## src/rtl/sram_req_arbiter_pkg.sv

```systemverilog
// Shared definitions for the SRAM-like request arbiter: owner encoding,
// FSM state encoding and bus field widths.
package sram_req_arbiter_pkg;

  localparam int SIZE_W = 2;
  localparam int STRB_W = 4;
  localparam int ADDR_W = 32;
  localparam int DATA_W = 32;

  // Owner bit stored in the in-order FIFO.
  localparam logic OWN_INST = 1'b0;
  localparam logic OWN_DATA = 1'b1;

  typedef enum logic [1:0] {
    ST_IDLE   = 2'd0,
    ST_LOCK_D = 2'd1,
    ST_LOCK_I = 2'd2
  } state_t;

endpackage

```

## src/rtl/sram_req_arbiter_if.sv

```systemverilog
// SRAM-like request/response bus (req/addr_ok/data_ok protocol).
// master drives the request fields, slave answers with addr_ok/data_ok/rdata.
interface sram_req_arbiter_if;
  import sram_req_arbiter_pkg::*;

  logic              req;
  logic              wr;
  logic [SIZE_W-1:0] size;
  logic [STRB_W-1:0] wstrb;
  logic [ADDR_W-1:0] addr;
  logic [DATA_W-1:0] wdata;
  logic              addr_ok;
  logic              data_ok;
  logic [DATA_W-1:0] rdata;

  modport master (
    output req, wr, size, wstrb, addr, wdata,
    input  addr_ok, data_ok, rdata
  );

  modport slave (
    input  req, wr, size, wstrb, addr, wdata,
    output addr_ok, data_ok, rdata
  );

endinterface

```

## src/rtl/sram_req_arbiter_owner_fifo.sv

```systemverilog
// 1-bit wide in-order FIFO recording which requester owns each accepted,
// not-yet-answered request.
module sram_req_arbiter_owner_fifo #(
  parameter int DEPTH = 4
) (
  input  logic                     clk,
  input  logic                     resetn,
  input  logic                     push,
  input  logic                     din,
  input  logic                     pop,
  output logic                     head,
  output logic                     full,
  output logic                     empty,
  output logic [$clog2(DEPTH):0]   count
);

  localparam int PW = $clog2(DEPTH);
  localparam int CW = PW + 1;

  logic [DEPTH-1:0] slots;
  logic [PW-1:0]    wr_ptr;
  logic [PW-1:0]    rd_ptr;
  logic             do_push;
  logic             do_pop;

  assign full    = (count == CW'(DEPTH));
  assign empty   = (count == '0);
  assign head    = slots[rd_ptr];
  assign do_push = push & ~full;
  assign do_pop  = pop & ~empty;

  // Storage and pointers; pointers wrap naturally since DEPTH is a power of 2.
  always_ff @(posedge clk or negedge resetn) begin
    if (!resetn) begin
      slots  <= '0;
      wr_ptr <= '0;
      rd_ptr <= '0;
    end else begin
      if (do_push) begin
        slots[wr_ptr] <= din;
        wr_ptr        <= wr_ptr + PW'(1);
      end
      if (do_pop) begin
        rd_ptr <= rd_ptr + PW'(1);
      end
    end
  end

  // Occupancy count; simultaneous push and pop leaves it unchanged.
  always_ff @(posedge clk or negedge resetn) begin
    if (!resetn) begin
      count <= '0;
    end else begin
      case ({do_push, do_pop})
        2'b10:   count <= count + CW'(1);
        2'b01:   count <= count - CW'(1);
        default: count <= count;
      endcase
    end
  end

endmodule

```

## src/rtl/sram_req_arbiter.sv

```systemverilog
// Shares one SRAM-like memory port between the instruction and data
// requesters. Data has priority; the instruction side is forced ahead after
// STARVE_LIM data grants while it waits. Responses are routed back in order
// using the owner FIFO.
//
// state     | meaning
// ----------+--------------------------------------------------------------
// ST_IDLE   | free to arbitrate; grant decided combinationally this cycle
// ST_LOCK_D | data granted but not yet accepted; mux held on data
// ST_LOCK_I | inst granted but not yet accepted; mux held on inst
module sram_req_arbiter
  import sram_req_arbiter_pkg::*;
#(
  parameter int DEPTH      = 4,
  parameter int STARVE_LIM = 4
) (
  input  logic                 clk,
  input  logic                 resetn,
  sram_req_arbiter_if.slave    inst_bus,
  sram_req_arbiter_if.slave    data_bus,
  sram_req_arbiter_if.master   mem_bus,
  output logic                 resp_err
);

  localparam int CW = $clog2(DEPTH) + 1;
  localparam int SW = $clog2(STARVE_LIM + 1);

  state_t        state;
  state_t        state_nxt;
  logic          grant_vld;
  logic          owner;
  logic          owner_req;
  logic          mem_req;
  logic          hs;
  logic          pop;
  logic          fifo_full;
  logic          fifo_empty;
  logic          fifo_head;
  logic [CW-1:0] fifo_count;
  logic [SW-1:0] starve_cnt;
  logic          starve_hit;

  assign starve_hit = (starve_cnt == SW'(STARVE_LIM));
  assign owner_req  = (owner == OWN_DATA) ? data_bus.req : inst_bus.req;
  assign mem_req    = grant_vld & owner_req;
  assign hs         = mem_req & mem_bus.addr_ok;
  // Count is used directly so a response is never popped from an empty FIFO.
  assign pop        = resetn & mem_bus.data_ok & (fifo_count != '0);

  // State register.
  always_ff @(posedge clk or negedge resetn) begin
    if (!resetn) state <= ST_IDLE;
    else         state <= state_nxt;
  end

  // Next state: lock onto the owner until its request is accepted or dropped.
  always_comb begin
    state_nxt = state;
    case (state)
      ST_IDLE: begin
        if (grant_vld && !mem_bus.addr_ok)
          state_nxt = (owner == OWN_DATA) ? ST_LOCK_D : ST_LOCK_I;
      end
      ST_LOCK_D, ST_LOCK_I: begin
        if (!owner_req || mem_bus.addr_ok) state_nxt = ST_IDLE;
      end
      default: state_nxt = ST_IDLE;
    endcase
  end

  // Outputs: grant decision, request mux and response routing.
  always_comb begin
    grant_vld = 1'b0;
    owner     = OWN_DATA;
    case (state)
      ST_IDLE: begin
        if (resetn && !fifo_full) begin
          if (inst_bus.req && starve_hit) begin
            grant_vld = 1'b1;
            owner     = OWN_INST;
          end else if (data_bus.req) begin
            grant_vld = 1'b1;
            owner     = OWN_DATA;
          end else if (inst_bus.req) begin
            grant_vld = 1'b1;
            owner     = OWN_INST;
          end
        end
      end
      ST_LOCK_D: begin
        grant_vld = resetn;
        owner     = OWN_DATA;
      end
      ST_LOCK_I: begin
        grant_vld = resetn;
        owner     = OWN_INST;
      end
      default: ;
    endcase

    mem_bus.req   = mem_req;
    mem_bus.wr    = 1'b0;
    mem_bus.size  = '0;
    mem_bus.wstrb = '0;
    mem_bus.addr  = '0;
    mem_bus.wdata = '0;
    if (grant_vld) begin
      if (owner == OWN_DATA) begin
        mem_bus.wr    = data_bus.wr;
        mem_bus.size  = data_bus.size;
        mem_bus.wstrb = data_bus.wstrb;
        mem_bus.addr  = data_bus.addr;
        mem_bus.wdata = data_bus.wdata;
      end else begin
        mem_bus.wr    = inst_bus.wr;
        mem_bus.size  = inst_bus.size;
        mem_bus.wstrb = inst_bus.wstrb;
        mem_bus.addr  = inst_bus.addr;
        mem_bus.wdata = inst_bus.wdata;
      end
    end

    inst_bus.addr_ok = hs & (owner == OWN_INST);
    data_bus.addr_ok = hs & (owner == OWN_DATA);
    inst_bus.data_ok = pop & (fifo_head == OWN_INST);
    data_bus.data_ok = pop & (fifo_head == OWN_DATA);
    inst_bus.rdata   = resetn ? mem_bus.rdata : '0;
    data_bus.rdata   = resetn ? mem_bus.rdata : '0;
  end

  // Anti-starvation counter: data grants taken while inst is waiting.
  always_ff @(posedge clk or negedge resetn) begin
    if (!resetn) begin
      starve_cnt <= '0;
    end else if (!inst_bus.req || (hs && owner == OWN_INST)) begin
      starve_cnt <= '0;
    end else if (hs && owner == OWN_DATA && !starve_hit) begin
      starve_cnt <= starve_cnt + SW'(1);
    end
  end

  // Sticky error: a response with nothing outstanding.
  always_ff @(posedge clk or negedge resetn) begin
    if (!resetn)                            resp_err <= 1'b0;
    else if (mem_bus.data_ok && fifo_empty) resp_err <= 1'b1;
  end

  sram_req_arbiter_owner_fifo #(
    .DEPTH (DEPTH)
  ) u_owner_fifo (
    .clk    (clk),
    .resetn (resetn),
    .push   (hs),
    .din    (owner),
    .pop    (pop),
    .head   (fifo_head),
    .full   (fifo_full),
    .empty  (fifo_empty),
    .count  (fifo_count)
  );

endmodule

```

## src/flat_wrapper.sv

```systemverilog
// flat-port wrapper written by rule: the top's interface ports become plain ports
module sram_req_arbiter_flat import sram_req_arbiter_pkg::*;
#(
  parameter int DEPTH      = 4,
  parameter int STARVE_LIM = 4
)
  (clk, resetn, resp_err, inst_bus_req, inst_bus_wr, inst_bus_size, inst_bus_wstrb, inst_bus_addr, inst_bus_wdata, inst_bus_addr_ok, inst_bus_data_ok, inst_bus_rdata, data_bus_req, data_bus_wr, data_bus_size, data_bus_wstrb, data_bus_addr, data_bus_wdata, data_bus_addr_ok, data_bus_data_ok, data_bus_rdata, mem_bus_req, mem_bus_wr, mem_bus_size, mem_bus_wstrb, mem_bus_addr, mem_bus_wdata, mem_bus_addr_ok, mem_bus_data_ok, mem_bus_rdata);
  sram_req_arbiter_if inst_bus_i ();
  sram_req_arbiter_if data_bus_i ();
  sram_req_arbiter_if mem_bus_i ();
  input  logic clk;
  input  logic resetn;
  output logic resp_err;
  input wire logic [$bits(inst_bus_i.req)-1:0] inst_bus_req;
  input wire logic [$bits(inst_bus_i.wr)-1:0] inst_bus_wr;
  input wire logic [$bits(inst_bus_i.size)-1:0] inst_bus_size;
  input wire logic [$bits(inst_bus_i.wstrb)-1:0] inst_bus_wstrb;
  input wire logic [$bits(inst_bus_i.addr)-1:0] inst_bus_addr;
  input wire logic [$bits(inst_bus_i.wdata)-1:0] inst_bus_wdata;
  output wire logic [$bits(inst_bus_i.addr_ok)-1:0] inst_bus_addr_ok;
  output wire logic [$bits(inst_bus_i.data_ok)-1:0] inst_bus_data_ok;
  output wire logic [$bits(inst_bus_i.rdata)-1:0] inst_bus_rdata;
  input wire logic [$bits(data_bus_i.req)-1:0] data_bus_req;
  input wire logic [$bits(data_bus_i.wr)-1:0] data_bus_wr;
  input wire logic [$bits(data_bus_i.size)-1:0] data_bus_size;
  input wire logic [$bits(data_bus_i.wstrb)-1:0] data_bus_wstrb;
  input wire logic [$bits(data_bus_i.addr)-1:0] data_bus_addr;
  input wire logic [$bits(data_bus_i.wdata)-1:0] data_bus_wdata;
  output wire logic [$bits(data_bus_i.addr_ok)-1:0] data_bus_addr_ok;
  output wire logic [$bits(data_bus_i.data_ok)-1:0] data_bus_data_ok;
  output wire logic [$bits(data_bus_i.rdata)-1:0] data_bus_rdata;
  output wire logic [$bits(mem_bus_i.req)-1:0] mem_bus_req;
  output wire logic [$bits(mem_bus_i.wr)-1:0] mem_bus_wr;
  output wire logic [$bits(mem_bus_i.size)-1:0] mem_bus_size;
  output wire logic [$bits(mem_bus_i.wstrb)-1:0] mem_bus_wstrb;
  output wire logic [$bits(mem_bus_i.addr)-1:0] mem_bus_addr;
  output wire logic [$bits(mem_bus_i.wdata)-1:0] mem_bus_wdata;
  input wire logic [$bits(mem_bus_i.addr_ok)-1:0] mem_bus_addr_ok;
  input wire logic [$bits(mem_bus_i.data_ok)-1:0] mem_bus_data_ok;
  input wire logic [$bits(mem_bus_i.rdata)-1:0] mem_bus_rdata;
  assign inst_bus_i.req = inst_bus_req;
  assign inst_bus_i.wr = inst_bus_wr;
  assign inst_bus_i.size = inst_bus_size;
  assign inst_bus_i.wstrb = inst_bus_wstrb;
  assign inst_bus_i.addr = inst_bus_addr;
  assign inst_bus_i.wdata = inst_bus_wdata;
  assign inst_bus_addr_ok = inst_bus_i.addr_ok;
  assign inst_bus_data_ok = inst_bus_i.data_ok;
  assign inst_bus_rdata = inst_bus_i.rdata;
  assign data_bus_i.req = data_bus_req;
  assign data_bus_i.wr = data_bus_wr;
  assign data_bus_i.size = data_bus_size;
  assign data_bus_i.wstrb = data_bus_wstrb;
  assign data_bus_i.addr = data_bus_addr;
  assign data_bus_i.wdata = data_bus_wdata;
  assign data_bus_addr_ok = data_bus_i.addr_ok;
  assign data_bus_data_ok = data_bus_i.data_ok;
  assign data_bus_rdata = data_bus_i.rdata;
  assign mem_bus_req = mem_bus_i.req;
  assign mem_bus_wr = mem_bus_i.wr;
  assign mem_bus_size = mem_bus_i.size;
  assign mem_bus_wstrb = mem_bus_i.wstrb;
  assign mem_bus_addr = mem_bus_i.addr;
  assign mem_bus_wdata = mem_bus_i.wdata;
  assign mem_bus_i.addr_ok = mem_bus_addr_ok;
  assign mem_bus_i.data_ok = mem_bus_data_ok;
  assign mem_bus_i.rdata = mem_bus_rdata;
  sram_req_arbiter #(.DEPTH(DEPTH), .STARVE_LIM(STARVE_LIM)) u_core (.clk(clk), .resetn(resetn), .inst_bus(inst_bus_i), .data_bus(data_bus_i), .mem_bus(mem_bus_i), .resp_err(resp_err));
endmodule
```

## config.mk

```make
export PLATFORM = sky130hd
export DESIGN_NAME = sram_req_arbiter_flat
export DESIGN_NICKNAME = d
export VERILOG_FILES = /design/src/rtl/sram_req_arbiter_pkg.sv /design/src/rtl/sram_req_arbiter_if.sv /design/src/rtl/sram_req_arbiter_owner_fifo.sv /design/src/rtl/sram_req_arbiter.sv /design/src/flat_wrapper.sv
export SDC_FILE = /design/constraint.sdc
export NUM_CORES = 1
export LEC_CHECK = 0
export CAP_MARGIN = 20
export CORE_AREA = 5 5 122 124
export DETAILED_ROUTE_END_ITERATION = 7
export DIE_AREA = 0 0 127 129
export DONT_BUFFER_PORTS = 1
export PLACE_DENSITY = 0.32
export SETUP_SLACK_MARGIN = 0.5
export SLEW_MARGIN = 20
export SYNTH_ARGS = -nofsm -noshare
export SYNTH_HDL_FRONTEND = slang
export SYNTH_HIERARCHICAL = 1
export SYNTH_SLANG_ARGS = --single-unit
```

## constraint.sdc

```tcl
create_clock -name clk -period 2.5 [get_ports clk]
set_input_delay 0.75 -clock clk [delete_from_list [all_inputs] [get_ports clk]]
set_output_delay 0.75 -clock clk [all_outputs]
set_load 0.05 [all_outputs]
```

## Word-level counts from Yosys, hierarchy flattened

Index checks and enable logic that the tools add are counted.

- Add/sub/neg operators: 5
- Order comparisons: 3
- Equality and inequality tests: 8
- Multiplexer cells: 34
- Bitwise gates (word level): 14
- Reductions and logical operators: 22

Operator list:

| kind | number |
|---|---|
| 32-bit two-way mux | 5 |
| 1-bit two-way mux | 13 |
| 1-bit AND | 10 |
| 2-bit two-way mux | 5 |
| 1-bit logical AND | 8 |
| 4-bit two-way mux | 2 |
| 3-bit by 1-bit adder with 3-bit output (second input constant) | 2 |
| 3-bit == test (second input constant) | 2 |
| 2-bit by 3-bit < comparator with 1-bit output (second input constant) | 2 |
| 3-bit two-way mux | 2 |
| 3-bit case mux with 2 select lines | 1 |
| 1-bit zero test | 5 |
| 2-bit by 1-bit adder with 2-bit output (second input constant) | 2 |
| 4-bit bitwise mux | 1 |
| 2-bit by 1-bit == test with 1-bit output (second input constant) | 2 |
| 2-bit == test (second input constant) | 2 |
| 2-bit by 1-bit inequality test with 1-bit output (second input constant) | 2 |
| 1-bit inverter | 4 |
| 1-bit case mux with 2 select lines | 2 |
| 2-bit case mux with 2 select lines | 1 |
| 2-bit nonzero test | 2 |
| 3-bit zero test | 1 |
| 3-bit nonzero test | 1 |
| 3-bit by 1-bit subtractor with 3-bit output (second input constant) | 1 |
| 7 further kinds | 8 |

- Register bits: 17
- Bits of input ports: 180
- Output and inout bits: 141
- Word-level logic and storage cells: 93

## Longest topological paths before layout

Gate-level depths: netlist of run 1.

- Word-level depth: 12
- Mapped depth: 15
- Gate-level depth less buffers: 14

## Hierarchy

The synthesis of run 1 kept the hierarchy.

Modules (own cells, without submodules):

| module | instances | cells each | area each (um^2) | seq. area each (um^2) |
|---|---|---|---|---|
| sram_req_arbiter | 1 | 364 | 2008.2 | 150.1 |
| sram_req_arbiter_owner_fifo | 1 | 54 | 605.6 | 275.3 |

## Worst setup path before layout of run 1

OpenSTA, ideal clock, no wires.

- Kind: input to output
- From: input resetn
- To: output mem_bus_addr[0]
- Arrival: 2.387 ns
- Required time: 1.750 ns
- Path slack: -0.637 ns
- Stages: 9
- Path buffers: 3
- Cells stage by stage: buf_2 > and4b_4 > nand2b_4 > nand2_4 > inv_2 > buf_6 > buf_6 > nand2_1 > a21oi_1

- Longest elaborated chain between the ends: 5
- Elaborated cells on any way between the ends: 7
- Those cells by class: mux (6); reduce/logical (1)

Ends and longest elaborated chain:

| item | RTL line | text |
|---|---|---|
| start: declaration | flat_wrapper.sv:12 | `input logic resetn;` |
| 1-bit logical AND | sram_req_arbiter.sv:77 | `if (resetn && !fifo_full) begin` |
| 1-bit two-way mux | sram_req_arbiter.sv:77 |  |
| 1-bit case mux with 2 select lines | sram_req_arbiter.sv:75 | `case (state)` |
| 32-bit two-way mux | sram_req_arbiter.sv:108 | `if (owner == OWN_DATA) begin` |
| 32-bit two-way mux * | sram_req_arbiter.sv:107 | `if (grant_vld) begin` |
| end: declaration | flat_wrapper.sv:36 | `output wire logic [$bits(mem_bus_i.addr)-1:0] mem_bus_addr;` |

Mark *: on every way between the ends. The rest lies on a longest branch, timed or not.

## Worst setup path after layout of run 1

- From: register u_core.u_owner_fifo.count[2]
- To: output mem_bus_wdata[15]

- Longest elaborated chain between the ends: 7
- Elaborated cells on any way between the ends: 9
- Those cells by class: eq/ne (1); mux (6); reduce/logical (2)

Ends and longest elaborated chain:

| item | RTL line | text |
|---|---|---|
| start: declaration | sram_req_arbiter_owner_fifo.sv:14 | `output logic [$clog2(DEPTH):0] count` |
| start signal: assignment | sram_req_arbiter_owner_fifo.sv:55 | `2'b10: count <= count + CW'(1);` |
| start signal: assignment | sram_req_arbiter_owner_fifo.sv:56 | `2'b01: count <= count - CW'(1);` |
| start signal: assignment | sram_req_arbiter_owner_fifo.sv:57 | `default: count <= count;` |
| 3-bit == test * | sram_req_arbiter_owner_fifo.sv:26 | `assign full = (count == CW'(DEPTH));` |
| net u_core.fifo_full | sram_req_arbiter.sv:36 | `logic fifo_full;` |
| 1-bit zero test * | sram_req_arbiter.sv:77 |  |
| 1-bit logical AND * | sram_req_arbiter.sv:77 |  |
| 1-bit two-way mux | sram_req_arbiter.sv:77 |  |
| 1-bit case mux with 2 select lines | sram_req_arbiter.sv:75 |  |
| 32-bit two-way mux | sram_req_arbiter.sv:108 |  |
| 32-bit two-way mux * | sram_req_arbiter.sv:107 |  |
| end: declaration | flat_wrapper.sv:37 | `output wire logic [$bits(mem_bus_i.wdata)-1:0] mem_bus_wdata;` |

Mark *: on every way through the listed nets, which the timed path passes. The rest lies on a longest branch.

==> results of run 1 <==
==> worst max-delay path, delay by kind of cell, from the launching register on <==
kind                   cells  cell delay (ns)
AOI/OAI and AO/OA          2             0.26
buffers and inverters      5             0.76
DFF                        1             0.37
and+or+nand+nor            3             0.45
==> power by group through the flow <==
| stage | Sequential, mW | Clock, mW | Combinational (mW) |
|---|---|---|---|
| after floorplan | 0.498 | 0 | 2.50 |
| after global placement | 0.498 | 0 | 3.91 |
| after detailed placement | 0.498 | 0 | 3.92 |
| after CTS | 0.494 | 0.334 | 4.30 |
| after global routing | 0.512 | 0.347 | 5.10 |
| final | 0.493 | 0.322 | 4.88 |
==> final cells by class <==
| type | instances | area, um2 | area share (%) |
|---|---|---|---|
| inverter | 14 | 67.6 | 1.09 |
| clock inverter | 1 | 5.00 | 0.0810 |
| timing repair buffer | 147 | 2360 | 38.2 |
| sequential | 17 | 425 | 6.88 |
| tap | 180 | 225 | 3.64 |
| multi-input combinational | 327 | 3020 | 48.8 |
| clock buffer | 3 | 75.1 | 1.21 |
==> sequential cells by signal, summed over array words and instances, names as in the netlist <==
name,cells
u_core/u_owner_fifo/rd_ptr,2
u_core/u_owner_fifo/slots,4
u_core/u_owner_fifo/wr_ptr,2
u_core/state,2
u_core/starve_cnt,3
u_core/u_owner_fifo/count,3
u_core/resp_err,1
==> layer usage <==
layer	track usage (%)	wire, um	vias to the layer above
li1	-	-	1503
met4	3.66	233	0
met1	16.2	5230	1517
met5	0	0	-
met3	3.90	1080	16
met2	25.2	7820	185
==> stage by stage <==
step           area, um2  TNS (ns)  instances
2_1_floorplan       3470    -26.52        418
3_3_place_gp        4630     -8.36        651
3_5_place_dp        4630     -9.82        651
4_1_cts             5150    -22.64        667
5_1_grt             6180    -28.39        689
6_report            6180    -21.90        689
==> placed cells by master (no fill, tap or decap), types with 2 or more instances in the layout <==
master / count
a21oi_1: 4
a21oi_2: 20
a21oi_4: 50
and2_4: 32
buf_12: 67
buf_16: 5
buf_4: 31
buf_6: 29
buf_8: 5
clkbuf_16: 13
dfrtp_1: 17
ha_1: 7
ha_4: 3
inv_1: 9
inv_2: 3
nand2_1: 93
nand2_2: 12
nand2_4: 53
nand2b_4: 4
nand3_1: 2
nor2_1: 4
nor2_4: 2
o21ai_1: 8
o22ai_1: 2
o32ai_1: 3
xnor2_1: 2
xor2_1: 3
==> kinds of logic (layout without fill, tap and decap cells) <==
| logic type | Yosys count | after routing | share of synthesized area, % |
|---|---|---|---|
| buf+inv | 74 | 165 | 18.0 |
| simple gates | 212 | 212 | 36.2 |
| fa+ha+maj | 11 | 11 | 5.55 |
| compound gates | 94 | 94 | 19.7 |
| flops | 17 | 17 | 16.3 |
| mux | 4 | 4 | 2.20 |
| xor+xnor | 6 | 6 | 2.01 |
==> path summary, 6_finish.rpt <==
check,from,end,cells past startpoint
min,resetn,u_core/starve_cnt[1]$_DFFE_PN0P_,0
max in group asynchronous,resetn,u_core/u_owner_fifo/slots[0]$_DFFE_PN0P_,0
max,u_core/u_owner_fifo/count[2]$_DFFE_PN0P_,mem_bus_wdata[15],10
min in group clk,u_core/u_owner_fifo/rd_ptr[1]$_DFFE_PN0P_,u_core/u_owner_fifo/rd_ptr[1]$_DFFE_PN0P_,1
min reg2reg,u_core/u_owner_fifo/rd_ptr[1]$_DFFE_PN0P_,u_core/u_owner_fifo/rd_ptr[1]$_DFFE_PN0P_,1
max reg2reg,u_core/u_owner_fifo/count[0]$_DFFE_PN0P_,u_core/u_owner_fifo/count[2]$_DFFE_PN0P_,15
==> repair_timing <==
action	4_1_cts	5_1_grt
resized for setup	65	160
hold buffers	0	0
endpoints found under the hold margin	0	0
pin swaps	32	104
buffers inserted	7	10
endpoints found under the setup margin	82	81
cloned	5	12
==> results.md, run 1 <==
* Total gr overflow at 0
* Worst Max-Slew Pin Slew at 0.518 ns
* Final hold vios at 0
* Post-Syn Area at 2610 um2
* Proportion of synthesized chip area in sequential cells at 16.3%
* Post-synth top area share at 22.7%
* Critical path startpoint category: flip-flop
* Asr flop ratio synth at 100%
* Area Growth Syn to Fin at 136%
* HP Class: in2async
* Starting Density at 19.1%
* Fmax at 0.351 GHz
* Worst EP arrival at 2.10 ns
* TritonCTS buffer count at 3
* Die Y at 129 um
* Vias/cell at 4.67
* Synth warn at 6
* Die Width at 127 um
* Fin util at 45.2%
* H-tree depth at 1
* Final Power at 5.70 mW
* Number of remaining DRC errors at 0
* Flop pwr share at 8.7%
* Clock share of power at 5.7%
* Overall die area at 16400 um2
* Failing checks: setup timing
* CP endpoint kind: primary output
* Synthesized area per cell at 6.25 um2
* Nets at 701
* Run status: finished with violations
* Post-synth top flop: dfrtp_1
* Fill count at 1270
* CTS tree: done
* Num ports at 321
* Dpl ws at -0.191 ns
* CP max FO at 8
* Most numerous cell in the Yosys netlist: nand2_1
* Final setup margin at -0.352 ns
* Clk_lat worst skew at 0.25 ns
* Clock Path Buffers at 2
* Post-synth top area cell: nand2_1
* Sw Ratio at 51.3%
* 1st-iter DRT viols at 110
* Max Cap Viol at 0
* Fin crit share at 114%
* Reg-to-reg slack, setup at 0.06 ns
* Worst-path cell chain: nor3b_4, buf_4, nand2b_4, o21bai_4, nand3b_1, buf_6, buf_12, buf_16, a21oi_4, buf_12
* Post-Syn Instances at 418
* Max incr delay on CP at 0.37 ns
* Total number of vias at 3221
* First-pass GRT wire length at 18100 um
* #FFs+latches synth at 17
* Leak pwr at 2.73 nW
* Post-synth EDFFs at 0
* Ranking of synthesized cells by area: nand2_1, dfrtp_1, a21oi_1, buf_4, and2_1
* Combinational Power Share at 85.7%
* WL per Instance at 20.8 um
* Psw at 2.93 mW
* Most used cell, CP: buf_12
* Row count at 43
* Total GRT Usage at 13.9%
* Vias in the first global route at 3161
* Slowest-stage cell, CP: dfrtp_1
* Layout cell share with drive strength beyond 1 at 68.8%
* Final Critical Period at 2.85 ns
* Total core area at 13700 um2
* Post-synth net total at 609
* Power Density at 922 nW/um2
* Hold WS at 0.197 ns
* Routed WL at 14400 um
* Setup violators final at 74
* Peak supply drop at 0.489 mV
* Port Buffers at 0
* Root buf cell: clkbuf_16
* Final Skew at 0.00259 ns
* Antenna violations before repair at 0
* Clock Sinks at 17
* RSZ-0062 raised after global routing: true
* Worst EP required at 1.75 ns
* Antenna-violating nets left at 0
* First drt pass iteration count at 4
* Internal power at 2.77 mW
* Post-synth top cells: nand2_1, a21oi_1, and2_1
* Largest net degree at the start of global routing at 55
* Slew HR at 65.6%
* Critical path class: reg2out
* Post-DP HPWL at 10400 um
* Placer Congestion at 0.838
* Post-synth cell types at 40
* Slew Viols, Final at 0
* Clk slew on worst S/H paths at 0.05 ns
* ANT cells at 0
(Power assumes the default switching activity.)
==> run 2, diff against run 1 <==
- CORE_AREA: 5 5 122 124 -> 5 5 120 122
- DIE_AREA: 0 0 127 129 -> 0 0 125 127
- PLACE_DENSITY: 0.32 -> 0.33
==> run 2 against run 1 <==
Net effect: die area decreased by 3.1%; register-to-register slack got worse by 0.10 ns; non-clock buffer count decreased by 2; design area down 1.3%; largest power group unchanged; global-route usage increased by 3.5 points; power is 3.1% higher; the run still ends with setup timing left; first-iteration DRC count grew 53%; clock power up 2%; core utilization increased by 1.4 points.
==> results.md, run 2 (synthesized netlist as in run 1, its figures left out) <==
* Final hold vios at 0 (unchanged)
* HP Class: in2async
* Biggest register: u_core/u_owner_fifo/slots
* Worst EP required at 1.75 ns (about the same)
* Clock share of power at 5.6% (about the same)
* H-tree depth at 1 (unchanged)
* Post-DP HPWL at 10700 um (+2.4%)
* Combinational Power Share at 85.8% (about the same)
* Fin util at 46.6% (+1.4 points)
* Area Growth Syn to Fin at 134%
* TNS Setup at -21.23 ns (+0.668 ns)
* Power Density at 963 nW/um2 (+4.4%)
* Placer Congestion at 0.853 (+1.8%)
* Sw Ratio at 51.2% (-0.10 points)
* Internal power at 2.86 mW (+3.3%)
* Reg-to-reg slack, setup at -0.04 ns (-0.10 ns)
* Total GRT Usage at 17.4% (+3.5 points)
* TritonCTS buffer count at 3 (unchanged)
* Port Buffers at 0 (unchanged)
* First-pass GRT wire length at 21700 um (+20%)
* Fin crit share at 113% (-1.3 points)
* Total gr overflow at 0 (unchanged)
* Critical path startpoint category: flip-flop
* Final Critical Period at 2.82 ns (-0.0316 ns)
* Final setup margin at -0.321 ns (+0.0316 ns)
* Vias in the first global route at 3540 (+12%)
* Overall die area at 15900 um2 (-3.1%)
* Antenna violations before repair at 0 (unchanged)
* RSZ-0062 raised after global routing: true
* Root buf cell: clkbuf_16
* Flop pwr share at 8.6% (about the same)
* Setup violators final at 75 (+1.4%)
* Fmax at 0.355 GHz (+1.1%)
* Max FFs per register at 4 (unchanged)
* Clock Path Buffers at 2 (unchanged)
* Critical path origin: u_core/u_owner_fifo/count[2]$_DFFE_PN0P_
* Most common cell after layout, fill and taps aside: nand2_1
* Num ports at 321 (unchanged)
* Die Y at 127 um (-1.6%)
* Failing checks: setup timing
* Psw at 3.01 mW (+2.9%)
* RR Endpoint: u_core/u_owner_fifo/count[2]$_DFFE_PN0P_
* First drt pass iteration count at 4 (unchanged)
* Clock Sinks at 17 (unchanged)
* Row count at 42 (-2.3%)
* Starting Density at 20.0% (+0.85 points)
* Slowest-stage cell, CP: dfrtp_1
* Biggest regs: u_core/u_owner_fifo/slots: 4 flops, u_core/starve_cnt: 3 flops, u_core/u_owner_fifo/count: 3 flops
* Nets at 699 (-0.29%)
* Slew Viols, Final at 0 (unchanged)
* Clk slew on worst S/H paths at 0.05 ns (about the same)
* Worst Max-Slew Pin Slew at 0.526 ns (+0.00795 ns)
* CP max FO at 7 (-1)
* Number of remaining DRC errors at 0 (unchanged)
* CP endpoint kind: primary output
* Leak pwr at 2.51 nW (-7.9%)
* Total number of vias at 3326 (+3.3%)
* Max incr delay on CP at 0.39 ns (+0.02 ns)
* Run status: finished with violations
* Clk_lat worst skew at 0.25 ns (about the same)
* Largest net degree at the start of global routing at 55 (unchanged)
* Antenna-violating nets left at 0 (unchanged)
* Peak supply drop at 0.374 mV (-24%)
* Crit Reg-Reg Startpoint: u_core/state[0]$_DFFE_PN0P_
* Worst EP arrival at 2.07 ns (-0.03 ns)
* R2R depth at 16 (+1)
* 1st-iter DRT viols at 168 (+53%)
* Worst-path cell chain: nor3b_4, and4b_4, nand2b_4, nand2_8, buf_12, clkbuf_16, nand2_2, a21oi_2, buf_6
* Critical path class: reg2out
* Max Cap Viol at 0 (unchanged)
* Total core area at 13100 um2 (-4.2%)
* Final Skew at 0.000748 ns (-0.00184 ns)
* Vias/cell at 4.87 (+4.2%)
* Routed WL at 15300 um (+6.7%)
* Die Width at 125 um (-1.6%)
* Slew HR at 65.1% (-0.53 points)
* Layout cell share with drive strength beyond 1 at 68.8% (+0.074 points)
* Most frequent cells in the layout: nand2_1, buf_12, a21oi_4, nand2_2, and2_4
* CTS tree: done
* ANT cells at 0 (unchanged)
* WL per Instance at 22.4 um (+7.6%)
==> run 2: cell count changes in the layout (fill, tap and decap cells not counted), sizes merged <==
cell	change
clkinv	-1
clkbuf	-3
buf	+2
==> run 2: how the worst max path moves through the flow <==
stage                                   end  slack, ns  cells past startpoint
after floorplan            mem_bus_addr[18]      -0.62                      6
after global placement     mem_bus_wdata[0]      -0.25                      8
after detailed placement   mem_bus_wstrb[1]      -0.23                      8
after CTS                   mem_bus_addr[3]      -0.31                      9
after global routing      mem_bus_wdata[30]      -0.39                     10
final                     mem_bus_wdata[30]      -0.32                      9
==> run 2: critical path: cells and delay by family (launching register included) <==
family | cells | cell delay (ns)
simple gates | 5 | 0.76
flops | 1 | 0.39
compound gates | 1 | 0.14
buf+inv | 3 | 0.52
==> run 2: routing by layer <==
layer	share of wire, %	routed length (um)	vias to the layer above	GRT usage, %
met4	1.4	217	0	3.83
met1	37	5610	1587	20.3
met2	54	8250	215	32.0
met5	0	0	-	0
met3	8.2	1250	14	4.55
li1	-	-	1510	-
==> run 2: layout make-up <==
cell class / count / area [um2]
multi-input combinational: 327 / 2950
fill: 1206 / 6980
tap: 176 / 220
timing repair buffer: 145 / 2360
inverter: 14 / 67.6
clock buffer: 4 / 78.8
sequential: 17 / 427
==> run 2: through the flow <==
| step | hold WS, ns | worst slack (ns) | area [um2] | instances | power (mW) |
|---|---|---|---|---|---|
| 2_1_floorplan | 0.453 | -0.617 | 3470 | 418 | 3.00 |
| 3_3_place_gp | 0.456 | -0.250 | 4480 | 640 | 4.25 |
| 3_5_place_dp | 0.456 | -0.231 | 4480 | 640 | 4.26 |
| 4_1_cts | 0.187 | -0.311 | 5630 | 670 | 5.63 |
| 5_1_grt | 0.183 | -0.391 | 6100 | 683 | 6.12 |
| 6_report | 0.194 | -0.321 | 6100 | 683 | 5.88 |
==> run 2: repair_timing <==
item / 4_1_cts / 5_1_grt
pin swaps: 23 / 71
endpoints found under the setup margin: 87 / 87
resized for setup: 158 / 73
hold buffers: 0 / 0
buffers inserted: 14 / 7
cloned: 12 / 6
==> run 2: power by group through the flow <==
stage	clock network (mW)	registers (mW)	logic, mW
2_1_floorplan	0	0.498	2.50
6_report	0.330	0.503	5.04
3_3_place_gp	0	0.503	3.74
4_1_cts	0.337	0.501	4.80
5_1_grt	0.352	0.517	5.25
3_5_place_dp	0	0.501	3.76
==> run 3, diff against run 2 <==
- CELL_PAD_IN_SITES_DETAIL_PLACEMENT: not set -> 1
- CELL_PAD_IN_SITES_GLOBAL_PLACEMENT: not set -> 2
- CORE_AREA: 5 5 120 122 -> 5 5 121 123
- DIE_AREA: 0 0 125 127 -> 0 0 126 128
- PLACE_DENSITY: 0.33 -> 0.63
==> run 3 against run 2 <==
Net effect: the run still ends with setup timing left; hold slack worse by 0.0060 ns; non-clock buffer count decreased by 5; critical path depth unchanged; power fell by 2.6%; via count fell by 1.3%; routed wire length up 2.6%; largest power group unchanged.
==> results.md, run 3 (synthesized netlist as in run 1, its figures left out) <==
* Most common cell after layout, fill and taps aside: nand2_1
* Worst EP required at 1.75 ns (about the same)
* WL per Instance at 23.0 um (+2.7%)
* Leak pwr at 2.26 nW (-10%)
* First drt pass iteration count at 4 (unchanged)
* Fin crit share at 114% (+1.5 points)
* Overall die area at 16100 um2 (+1.6%)
* Total GRT Usage at 17.3% (-0.093 points)
* Clock Path Buffers at 2 (unchanged)
* TNS Setup at -22.82 ns (-1.59 ns)
* Area Growth Syn to Fin at 117%
* Worst EP arrival at 2.11 ns (+0.04 ns)
* Antenna violations before repair at 0 (unchanged)
* Total number of vias at 3282 (-1.3%)
* Power Density at 1010 nW/um2 (+5.0%)
* Vias/cell at 4.81 (-1.2%)
* Root buf cell: clkbuf_16
* Failing checks: setup timing
* Biggest regs: u_core/u_owner_fifo/slots: 4 flops, u_core/starve_cnt: 3 flops, u_core/u_owner_fifo/count: 3 flops
* Reg-to-reg slack, setup at -0.21 ns (-0.17 ns)
* Critical path class: reg2out
* TritonCTS buffer count at 3 (unchanged)
* RR Endpoint: u_core/u_owner_fifo/count[2]$_DFFE_PN0P_
* Slew HR at 66.5% (+1.5 points)
* Final Skew at 0.00280 ns (+0.00205 ns)
* First-pass GRT wire length at 22000 um (+1.1%)
* Starting Density at 19.3% (-0.70 points)
* DP Area at 4610 um2 (+3.1%)
* Cell area after layout at 5660 um2 (-7.3%)
* Row count at 43 (+2.4%)
* Number of remaining DRC errors at 0 (unchanged)
* Most frequent cells in the layout: nand2_1, buf_12, a21oi_4, buf_6, buf_4
* Worst Max-Slew Pin Slew at 0.504 ns (-0.0221 ns)
* Total gr overflow at 0 (unchanged)
* Clock Sinks at 17 (unchanged)
* R2R depth at 17 (+1)
* CP endpoint kind: primary output
* Placer Congestion at 0.839 (-1.6%)
* Final hold vios at 0 (unchanged)
* Fin util at 41.7% (-4.9 points)
* Max FFs per register at 4 (unchanged)
* HP Class: in2async
* RSZ-0062 raised after global routing: true
* Run status: finished with violations
* Vias in the first global route at 3622 (+2.3%)
* Largest net degree at the start of global routing at 55 (unchanged)
* Post-DP HPWL at 11500 um (+7.5%)
* Clk_lat worst skew at 0.25 ns (about the same)
* Fmax at 0.350 GHz (-1.3%)
* CP max FO at 34 (+27)
* Routed WL at 15700 um (+2.6%)
* Critical path startpoint category: flip-flop
* CTS Hold Buffers Added at 0 (unchanged)
* Clk slew on worst S/H paths at 0.05 ns (about the same)
* Biggest register: u_core/u_owner_fifo/slots
* Slew Viols, Final at 0 (unchanged)
* Final setup margin at -0.358 ns (-0.0374 ns)
* Port Buffers at 0 (unchanged)
* Nets at 694 (-0.72%)
* Peak supply drop at 0.367 mV (-1.7%)
* 1st-iter DRT viols at 145 (-14%)
* ANT cells at 0 (unchanged)
* Die Y at 128 um (+0.79%)
* Max Cap Viol at 0 (unchanged)
* Setup violators final at 76 (+1.3%)
* Num ports at 321 (unchanged)
* Crit Reg-Reg Startpoint: u_core/u_owner_fifo/count[0]$_DFFE_PN0P_
* Total core area at 13600 um2 (+3.6%)
* Antenna-violating nets left at 0 (unchanged)
* H-tree depth at 1 (unchanged)
* Final Critical Period at 2.86 ns (+0.0374 ns)
* Layout cell share with drive strength beyond 1 at 61.2% (-7.7 points)
* CTS tree: done
* Die Width at 126 um (+0.80%)
[run 3: changes by cell type in the layout (fill, tap and decap cells not counted), sizes merged]
cell	change
buf	-3
clkbuf	-3
clkinv	+1
[run 3: stage by stage]
stage / hold slack [ns] / setup slack (ns) / power [mW] / instances
floorplan: 0.453 / -0.617 / 3.00 / 418
global placement: 0.456 / -0.305 / 4.44 / 655
detailed placement: 0.456 / -0.328 / 4.53 / 655
CTS: 0.185 / -0.358 / 5.52 / 674
global route: 0.181 / -0.433 / 5.97 / 682
finish: 0.188 / -0.358 / 5.72 / 682
[run 3: cell type report]
class | instances | area, um2
timing repair buffer | 140 | 2120
sequential | 17 | 425
clock buffer | 3 | 75.1
clock inverter | 1 | 5.00
tap | 180 | 225
inverter | 14 | 81.3
multi-input combinational | 327 | 2730
fill | 1504 | 7900
[run 3: worst max-delay path, cell delays in order (launching register included)]
cell	delay, ns
dfrtp_1	0.40
inv_2	0.09
ha_4	0.16
and4b_4	0.26
nand2b_4	0.08
nand2_8	0.13
buf_12	0.21
nand2_1	0.12
a21oi_4	0.21
buf_12	0.16
[run 3: worst max path at each step]
| stage | start | endpoint | slack [ns] | depth (start not counted) |
|---|---|---|---|---|
| 5_1_grt | u_core/state[1]$_DFFE_PN0P_ | mem_bus_addr[19] | -0.43 | 11 |
| 4_1_cts | u_core/state[1]$_DFFE_PN0P_ | mem_bus_addr[7] | -0.36 | 11 |
| 3_5_place_dp | data_bus_req | mem_bus_wdata[28] | -0.33 | 7 |
| 6_report | u_core/state[1]$_DFFE_PN0P_ | mem_bus_wdata[4] | -0.36 | 9 |
| 2_1_floorplan | data_bus_req | mem_bus_addr[18] | -0.62 | 6 |
| 3_3_place_gp | data_bus_req | mem_bus_wdata[28] | -0.31 | 7 |
[run 3: what timing repair did]
item                                    in CTS  in global routing
pin swaps                                   18                  8
resized for setup                          112                 41
buffers inserted                            10                  4
endpoints found under the setup margin      88                 90
cloned                                       5                  4
[run 3: power by group]
group / internal (mW) / total [mW] / switching, mW / leakage, nW
Combinational: 2.13 / 4.89 / 2.76 / 2.01
Clock: 0.215 / 0.331 / 0.116 / 0.0409
Sequential: 0.385 / 0.498 / 0.113 / 0.210
Total: 2.73 / 5.72 / 2.99 / 2.26
[run 3: per-layer routing]
layer	wire (um)	up-vias	track usage [%]
met4	267	0	3.91
met5	0	-	0
met3	1140	20	3.83
met1	5820	1571	20.1
li1	-	1480	-
met2	8490	211	32.3
